$ cat config.mk
export PLATFORM = sky130hd
export DESIGN_NAME = i2c_arbiter
export DESIGN_NICKNAME = d
export VERILOG_FILES = /design/src/rtl/i2c_arb_pkg.sv /design/src/rtl/i2c_arbiter_rr_pick.sv /design/src/rtl/i2c_arbiter.sv
export SDC_FILE = /design/constraint.sdc
export NUM_CORES = 1
export LEC_CHECK = 0
export CAP_MARGIN = 10
export CORE_MARGIN = 1
export CORE_UTILIZATION = 42
export CTS_BUF_LIST = sky130_fd_sc_hd__clkbuf_4 sky130_fd_sc_hd__clkbuf_8 sky130_fd_sc_hd__clkbuf_16
export DETAILED_ROUTE_END_ITERATION = 16
export HOLD_SLACK_MARGIN = 0.02
export PLACE_DENSITY = 0.87
export SLEW_MARGIN = 20
export SYNTH_ARGS = -nofsm -noshare
export SYNTH_HDL_FRONTEND = slang
export SYNTH_SLANG_ARGS = --single-unit
$ cat constraint.sdc
create_clock -name sys_clock -period 6.55 [get_ports sys_clock]
set_clock_uncertainty 0.05 [all_clocks]
set_input_delay 0.655 -clock sys_clock [delete_from_list [all_inputs] [get_ports sys_clock]]
set_output_delay 0.655 -clock sys_clock [all_outputs]
set_load 0.05 [all_outputs]
$ cat src/rtl/i2c_arb_pkg.sv
// Shared types and constants for the I2C controller arbiter.
// Latency: n/a (declarations only).
// Backpressure: n/a.
package i2c_arb_pkg;

  typedef enum logic [2:0] {
    IDLE,
    ISSUE,
    WAIT_BUSY,
    WAIT_DONE,
    RESPOND
  } arb_state_t;

  // Bit positions inside the controller status word
  localparam int BUSY  = 31;
  localparam int ANACK = 30;
  localparam int DNACK = 29;
  localparam int INIT  = 26;

  // True when the controller reports an address or data NACK
  function automatic logic is_nack(input logic [31:0] status);
    return status[ANACK] | status[DNACK];
  endfunction

endpackage

$ cat src/rtl/i2c_arbiter_rr_pick.sv
// Combinational round-robin select: first set req bit after ptr, wrapping.
// Latency: 0 cycles (pure combinational).
// Backpressure: none; caller decides when to accept the pick.
module rr_pick #(
  parameter int N_REQ = 4,
  parameter int PTR_W = 2
) (
  input  logic [N_REQ-1:0] req,
  input  logic [PTR_W-1:0] ptr,
  output logic [N_REQ-1:0] gnt,
  output logic [PTR_W-1:0] gnt_idx
);

  logic [PTR_W-1:0] idx;

  // Scan offsets from farthest to nearest so the nearest requester after ptr wins
  always_comb begin
    gnt     = '0;
    gnt_idx = '0;
    idx     = '0;
    for (int k = N_REQ; k >= 1; k--) begin
      idx = PTR_W'((int'(ptr) + k) % N_REQ);
      if (req[idx]) begin
        gnt      = '0;
        gnt[idx] = 1'b1;
        gnt_idx  = idx;
      end
    end
  end

endmodule

$ cat src/rtl/i2c_arbiter.sv
// Shares one I2C controller among N_REQ requesters, round-robin, one transaction at a time.
// Latency: grant 1 cycle after req with controller idle; done 1 cycle after controller goes idle.
// Backpressure: never grants or writes while status busy; optional NACK re-issue with I2C_ARB_RETRY_EN.
module i2c_arbiter
  import i2c_arb_pkg::*;
#(
  parameter int N_REQ     = 4,
  parameter int RETRY_MAX = 3
) (
  input  logic                 sys_clock,
  input  logic                 reset_n,
  input  logic [N_REQ-1:0]     req,
  input  logic [32*N_REQ-1:0]  req_ctrl,
  output logic [N_REQ-1:0]     gnt,
  output logic [N_REQ-1:0]     done,
  output logic [31:0]          rsp_status,
  output logic [31:0]          i2c_ctrl_data,
  output logic                 i2c_wr_ctrl,
  input  logic [31:0]          i2c_status
);

  localparam int PTR_W = (N_REQ > 1) ? $clog2(N_REQ) : 1;

  arb_state_t       state_q;
  arb_state_t       state_d;
  logic [PTR_W-1:0] ptr;
  logic [PTR_W-1:0] gnt_idx;
  logic [N_REQ-1:0] pick_gnt;
  logic [PTR_W-1:0] pick_idx;
  logic [31:0]      pick_word;
  logic             busy;
  logic             start;
  logic             finish;
  logic             retry;

  assign busy   = i2c_status[BUSY];
  assign start  = (state_q == IDLE) && (|req) && !busy;
  assign finish = (state_q == WAIT_DONE) && !busy;

  rr_pick #(
    .N_REQ (N_REQ),
    .PTR_W (PTR_W)
  ) u_rr_pick (
    .req     (req),
    .ptr     (ptr),
    .gnt     (pick_gnt),
    .gnt_idx (pick_idx)
  );

`ifdef I2C_ARB_RETRY_EN
  localparam int RC_W = (RETRY_MAX > 0) ? $clog2(RETRY_MAX + 1) : 1;
  logic [RC_W-1:0] retry_cnt;

  assign retry = is_nack(i2c_status) && (retry_cnt != RC_W'(RETRY_MAX));

  // Count re-issues of the current transaction; cleared on each new grant
  always_ff @(posedge sys_clock or negedge reset_n) begin
    if (!reset_n) begin
      retry_cnt <= '0;
    end else if (start) begin
      retry_cnt <= '0;
    end else if (finish && retry) begin
      retry_cnt <= retry_cnt + RC_W'(1);
    end
  end
`else
  assign retry = 1'b0;
`endif

  // Select the control word of the requester about to be granted
  always_comb begin
    pick_word = '0;
    for (int i = 0; i < N_REQ; i++) begin
      if (pick_idx == PTR_W'(i)) pick_word = req_ctrl[32*i +: 32];
    end
  end

  // State register
  always_ff @(posedge sys_clock or negedge reset_n) begin
    if (!reset_n) state_q <= IDLE;
    else          state_q <= state_d;
  end

  // Next-state logic; ISSUE holds off while the controller reports busy
  always_comb begin
    state_d = state_q;
    case (state_q)
      IDLE:      if (start)  state_d = ISSUE;
      ISSUE:     if (!busy)  state_d = WAIT_BUSY;
      WAIT_BUSY: if (busy)   state_d = WAIT_DONE;
      WAIT_DONE: if (finish) state_d = retry ? ISSUE : RESPOND;
      RESPOND:               state_d = IDLE;
      default:               state_d = IDLE;
    endcase
  end

  // Outputs decoded from state: write strobe in ISSUE, done pulse in RESPOND
  always_comb begin
    i2c_wr_ctrl = (state_q == ISSUE) && !busy;
    done        = (state_q == RESPOND) ? gnt : '0;
  end

  // Grant, latched control word, captured status and round-robin pointer
  always_ff @(posedge sys_clock or negedge reset_n) begin
    if (!reset_n) begin
      gnt           <= '0;
      gnt_idx       <= '0;
      ptr           <= PTR_W'(N_REQ - 1);
      i2c_ctrl_data <= '0;
      rsp_status    <= '0;
    end else begin
      if (start) begin
        gnt           <= pick_gnt;
        gnt_idx       <= pick_idx;
        i2c_ctrl_data <= pick_word;
      end
      if (finish) begin
        rsp_status <= i2c_status;
      end
      if (state_q == RESPOND) begin
        gnt <= '0;
        ptr <= gnt_idx;
      end
    end
  end

endmodule

==> results of run 1 <==
[cells in the mapped netlist]
cell type	n	area share, %
o21ai_1	2	0.24
a21oi_1	16	1.9
nor2_1	70	6.3
nand2_1	9	0.81
a221o_1	2	0.48
and3_1	4	0.60
or3_1	1	0.15
or4_4	1	0.27
xnor2_1	1	0.21
nor4_1	1	0.15
o221ai_1	1	0.21
buf_2	9	1.1
ha_1	8	2.4
mux2_2	36	9.8
nor2b_1	5	0.75
a211o_1	34	7.2
mux2i_1	64	15
nor3b_1	1	0.18
buf_6	4	1.1
inv_1	2	0.18
mux4_2	2	1.1
dfstp_2	2	1.3
o22ai_1	2	0.30
a22oi_1	6	1.1
and3b_1	1	0.21
o32ai_1	1	0.21
a211oi_2	1	0.30
clkbuf_1	14	1.3
or2_1	1	0.15
o31ai_1	1	0.18
dfrtp_1	73	44
and2_1	1	0.15
o21ai_0	4	0.48
[worst max-delay path: stages, from the launching register on]
cell and delay [ps]:
dfstp_2 760, inv_1 230, ha_1 460, mux2_2 310
a22oi_1 190, a21oi_1 110, o21ai_2 610, buf_4 370
nor2_1 80, a211o_1 230
[flip-flops by register name, summed over array words and instances (netlist names)]
register and cells:
state_q 3, rsp_status 32, ptr 2, i2c_ctrl_data 32, gnt 4, gnt_idx 2
[how the worst max path moves through the flow]
| stage | start | end | slack, ps | cells after the start |
|---|---|---|---|---|
| global placement | req[3] | i2c_ctrl_data[23] | 2980 | 9 |
| CTS | ptr[0] | i2c_ctrl_data[7] | 3060 | 9 |
| floorplan | ptr[1] | i2c_ctrl_data[30] | 3680 | 11 |
| detailed placement | req[2] | i2c_ctrl_data[23] | 2930 | 9 |
| global route | ptr[0] | i2c_ctrl_data[18] | 2840 | 9 |
| finish | ptr[0] | i2c_ctrl_data[3] | 3040 | 9 |
[final cells by class]
cell class	count	share of cell area [%]
Tap cell	129	2.37
Timing Repair Buffer	244	35.6
Inverter	2	0.110
Clock inverter	6	0.974
Clock buffer	10	1.93
Multi-Input combinational cell	276	31.4
Sequential cell	75	27.6
[where the power goes]
part | total [mW] | switching [mW] | internal (mW)
clock network | 0.359 | 0.178 | 0.181
registers | 0.849 | 0.157 | 0.692
logic | 2.17 | 1.30 | 0.869
[cell families (layout without fill, tap and decap cells)]
group                    Yosys count  count (layout)  share of synthesized area (%)
adder cells (fa/ha/maj)            8               8                           2.41
flip-flops                        75              75                           45.2
AO/OA/AOI/OAI                     70              70                           12.6
AND/OR/NAND/NOR                   95              95                           9.75
multiplexers                     102             102                           26.2
buffers and inverters             29             262                           3.61
XOR/XNOR                           1               1                          0.211
[layout by cell type (no fill, tap or decap), drive strengths merged, types with 5 or more instances in the layout]
cell type / instances
a21oi: 16
ha: 8
buf: 7
nor2b: 5
nand2: 9
nor2: 70
a22oi: 6
dfrtp: 73
clkbuf: 10
o21ai: 6
mux2i: 64
clkinv: 5
clkdlybuf4s50: 237
a211o: 34
mux2: 36
[stage by stage]
stage | area, sq um | power (mW) | hold slack (ps)
6_report | 6810 | 3.38 | 402
5_1_grt | 6810 | 3.55 | 460
3_5_place_dp | 6610 | 3.03 | 425
2_1_floorplan | 4160 | 2.32 | 309
3_3_place_gp | 6610 | 2.98 | 414
4_1_cts | 6810 | 3.40 | 432
[metal layers]
layer | part of all wire, % | routed length, microns
met5 | 0 | 0
met4 | 2.0 | 257
met3 | 8.0 | 1020
met2 | 52 | 6650
met1 | 38 | 4840
==> impl_metrics.py, run 1 <==
metrics = {
    "logic_synthesis": {
        "synth_area_per_cell_sq_um": 10.9,
        "synth_nets": 554,
        "ys_ff_latch": 75,
        "synth.distinct_cells": 33,
        "yosys_warnings": 0,
        "syn_inst": 380,
        "syn_area_sq_um": 4160,
        "yosysSeqAreaShare_pct": 45.2,
    },
    "run": {
        "cap_violations": 0,
    },
    "floorplanning": {
        "die_area_sq_um": 10300,
        "row_count": 35,
        "coreArea_sq_um": 9420,
        "die_h_microns": 101,
        "ios": 239,
        "initial_core_util_pct": 44.2,
        "die_w_microns": 101,
    },
    "sta": {
        "hold_violations": 0,
        "period_minus_slack_ps": 3510,
        "relSlewSlack_pct": 38.1,
        "fin_ws_ps": 3040,
        "tightest_slew_ps": 929,
        "grt_setup_unrepaired": "no",
        "fin_crit_sh_pct": 53.6,
        "fmax_mhz": 285,
        "setup_viol": 0,
        "finalSetupTns_ps": 0,
        "drv_slew": 0,
    },
    "global_routing": {
        "grt_first_pass_wirelength_microns": 19600,
        "gr-usage-met3_pct": 6.69,
        "track_usage_pct": 24.8,
        "gr-total-overflow": 0,
        "grtUsageMet2_pct": 44.2,
        "grt_pass1_vias": 4072,
        "grt_start_max_net_pins": 76,
        "antenna_found_initial": 0,
        "grt-busiest-layer": "met2",
        "met1_usage_pct": 28.8,
    },
    "drt": {
        "routedWlPerCell_microns": 17.2,
        "ant_nets": 0,
        "vias": 3870,
        "drtIter0Drc": 142,
        "drcViolationCount": 0,
        "avgViaCountPerCell": 5.22,
        "drt-total-wl_microns": 12800,
        "drtPass1Iterations": 5,
    },
    "setup_path": {
        "critical_path.max_fanout": 19,
        "arrival_ps": 3670,
        "cp-end-kind": "register",
        "reg2reg_from": "ptr[0]",
        "r2r_slack_ps": 3040,
        "path_class": "register to register",
        "reg2reg_depth": 9,
        "worstPathRequired_ps": 6710,
        "critPathLaunchType": "register",
        "r2r_end": "i2c_ctrl_data[3]",
    },
    "placed_design": {
        "place_ws_ps": 2930,
        "port_buffers": 238,
        "place_congestion": 0.885,
        "place_inst": 726,
        "dpl.hpwl_microns": 9890,
    },
    "pwr": {
        "p_leak_nw": 3.07,
        "pwr_density_cell_nw_per_um2": 496,
        "vdd_drop_max_mv": 0.316,
    },
    "status": {
        "outcome": "finished, final reports clean",
    },
    "clocking": {
        "root_buffer": "clkbuf_8",
        "clock_latency_ps": 340,
        "cts_resized": 0,
        "cts_buffers": 9,
        "postCtsSetupRepairBufs": 0,
        "cts_hold_buffers": 0,
        "path_clk_slew_ps": 90,
        "htreeDepth": 3,
        "cts_tree": "built",
        "clock-sinks": 75,
        "cts.path.max_buffers": 2,
    },
    "layout": {
        "layout.cells.non_filler": 742,
        "antenna_cells": 0,
        "syn_to_final_growth_pct": 63.7,
        "regArea_sq_um": 1880,
        "drive_above_1_share_pct": 10.9,
        "layout.nets": 782,
        "final_core_util_pct": 72.3,
        "n_fill_cell": 688,
        "multi_input_area_sq_um": 2140,
    },
    "min_path": {
        "hold_path_class": "primary input to async pin",
    },
}
Power figures use the tool's default switching activity.
==> inputs of run 2 (changes only) <==
Settings changed: CORE_UTILIZATION 42 to 39, PLACE_DENSITY 0.87 to 0.82.
Clock period 6.55 ns to 3.3 ns, I/O delays scaled along.
==> impl_metrics.py, run 2 (same netlist as run 1, synthesis figures left out) <==
metrics = {
    "global_routing": {
        "gr-total-overflow": 0,
        "grt_pass1_vias": 4096,
        "grt_start_max_net_pins": 76,
        "antenna_found_initial": 0,
        "track_usage_pct": 22.8,
        "grt_first_pass_wirelength_microns": 19900,
    },
    "setup_path": {
        "cp_num_buf_inv": 2,
        "arrival_ps": 3190,
        "critical_path.max_fanout": 19,
        "path_class": "register to register",
        "critPathLaunchType": "register",
        "crit_chain": "inv_1 -> ha_1 -> mux2_2 -> o32ai_1 -> a22oi_2 -> buf_4 -> mux2i_1 -> nor2_1 -> a211o_1",
        "cp-end-kind": "register",
        "crit_family": "flip-flops",
        "worstPathRequired_ps": 3490,
        "critPathMaxStageDelay_ps": 650,
        "slowest_stage": "dfstp_2",
    },
    "layout": {
        "n_fill_cell": 799,
        "layout.cells.non_filler": 752,
        "layout.nets": 786,
        "drive_above_1_share_pct": 11.4,
        "layout_common_cells": "clkdlybuf4s50_1 (237), dfrtp_1 (73), nor2_1 (70)",
        "final_common_cell": "clkdlybuf4s50_1",
        "syn_to_final_growth_pct": 64.4,
        "regArea_sq_um": 1880,
        "reg_top3": "i2c_ctrl_data: 32 flops, rsp_status: 32 flops, gnt: 4 flops",
        "antenna_cells": 0,
        "multi_input_area_sq_um": 2140,
    },
    "floorplanning": {
        "ios": 239,
        "coreArea_sq_um": 10300,
        "die_w_microns": 105,
        "row_count": 37,
        "die_h_microns": 105,
        "die_area_sq_um": 11100,
        "initial_core_util_pct": 40.3,
    },
    "clocking": {
        "clock_latency_ps": 350,
        "root_buffer": "clkbuf_8",
        "path_clk_slew_ps": 80,
        "postCtsSetupRepairBufs": 0,
        "cts_tree": "built",
        "cts_resized": 0,
        "clock-sinks": 75,
        "cts_buffers": 9,
        "cts.path.max_buffers": 2,
        "htreeDepth": 3,
        "cts_hold_buffers": 0,
    },
    "sta": {
        "fmax_mhz": 334,
        "tightest_slew_ps": 957,
        "relSlewSlack_pct": 36.2,
        "finalSetupTns_ps": 0,
        "fin_crit_sh_pct": 90.8,
        "grt_setup_unrepaired": "no",
        "setup_viol": 0,
        "hold_violations": 0,
        "fin_ws_ps": 302,
        "period_minus_slack_ps": 3000,
        "drv_slew": 0,
    },
    "drt": {
        "drt-total-wl_microns": 12400,
        "drcViolationCount": 0,
        "routedWlPerCell_microns": 16.5,
        "avgViaCountPerCell": 5.16,
        "drtPass1Iterations": 4,
        "drtIter0Drc": 182,
        "ant_nets": 0,
        "vias": 3877,
    },
    "pwr": {
        "vdd_drop_max_mv": 0.610,
        "seqPwrFrac_pct": 24.6,
        "p_leak_nw": 3.08,
        "switchingPower_mw": 3.21,
        "intPower_mw": 3.43,
        "p_clk_share_pct": 9.8,
        "swShare_pct": 48.3,
        "p_comb_share_pct": 65.6,
        "pwr_density_cell_nw_per_um2": 971,
    },
    "placed_design": {
        "place_inst": 737,
        "dpl.hpwl_microns": 9260,
        "place_congestion": 0.806,
        "port_buffers": 238,
        "place_ws_ps": 313,
    },
    "status": {
        "outcome": "finished, final reports clean",
    },
    "run": {
        "cap_violations": 0,
    },
    "min_path": {
        "hold_path_class": "primary input to async pin",
    },
}
-- run 2: cell count changes in the layout (fill, tap and decap cells not counted), sizes merged --
cell,change
buf,+4
bufinv,-1
clkbuf,+1
clkinv,-1
-- run 2: layout make-up --
class | instances | share of cell area, %
Timing Repair Buffer | 248 | 36.1
Clock inverter | 4 | 0.403
Inverter | 2 | 0.110
Clock buffer | 11 | 2.12
Multi-Input combinational cell | 276 | 31.3
Tap cell | 136 | 2.49
Sequential cell | 75 | 27.5
-- run 2: path summary, 6_finish.rpt --
check,startpoint,cells past startpoint,end,slack (ps)
worst min register to register,i2c_ctrl_data[7],1,i2c_ctrl_data[7],440
max in group asynchronous,reset_n,1,i2c_ctrl_data[3],2500
worst max register to register,ptr[1],9,i2c_ctrl_data[27],300
worst max-delay path,ptr[1],9,i2c_ctrl_data[27],300
min in group sys_clock,i2c_ctrl_data[7],1,i2c_ctrl_data[7],440
worst min-delay path,reset_n,1,rsp_status[13],50
-- run 2: worst register-to-register path: stages (launching register included) --
cell and delay, ps:
dfstp_2 650, inv_1 170, ha_1 430, mux2_2 280, o32ai_1 90, a22oi_2 270
buf_4 350, mux2i_1 270, nor2_1 60, a211o_1 270
-- run 2: power by group through the flow --
stage | registers, mW | clock network, mW | logic [mW]
floorplan | 3.03 | 0 | 1.56
global placement | 1.63 | 0 | 4.29
detailed placement | 1.66 | 0 | 4.36
CTS | 1.64 | 0.673 | 4.38
global route | 1.70 | 0.710 | 4.57
finish | 1.64 | 0.651 | 4.35
-- run 2: layer usage --
layer	up-vias	part of all wire, %	GRT usage [%]
met5	-	0	0
met4	0	1.9	9.26
met2	157	52	41.1
met1	1878	39	25.8
li1	1825	-	-
met3	17	6.3	5.26
-- run 2: stage by stage --
| stage | hold WS, ps | utilization (%) | instance area [sq um] | power, mW |
|---|---|---|---|---|
| 2_1_floorplan | -15.6 | - | 4160 | 4.60 |
| 3_3_place_gp | 419 | 64.5 | 6660 | 5.92 |
| 3_5_place_dp | 425 | 64.5 | 6660 | 6.02 |
| 4_1_cts | 97.4 | 66.2 | 6830 | 6.69 |
| 5_1_grt | 151 | 66.2 | 6830 | 6.98 |
| 6_report | 54.6 | 66.2 | 6830 | 6.64 |
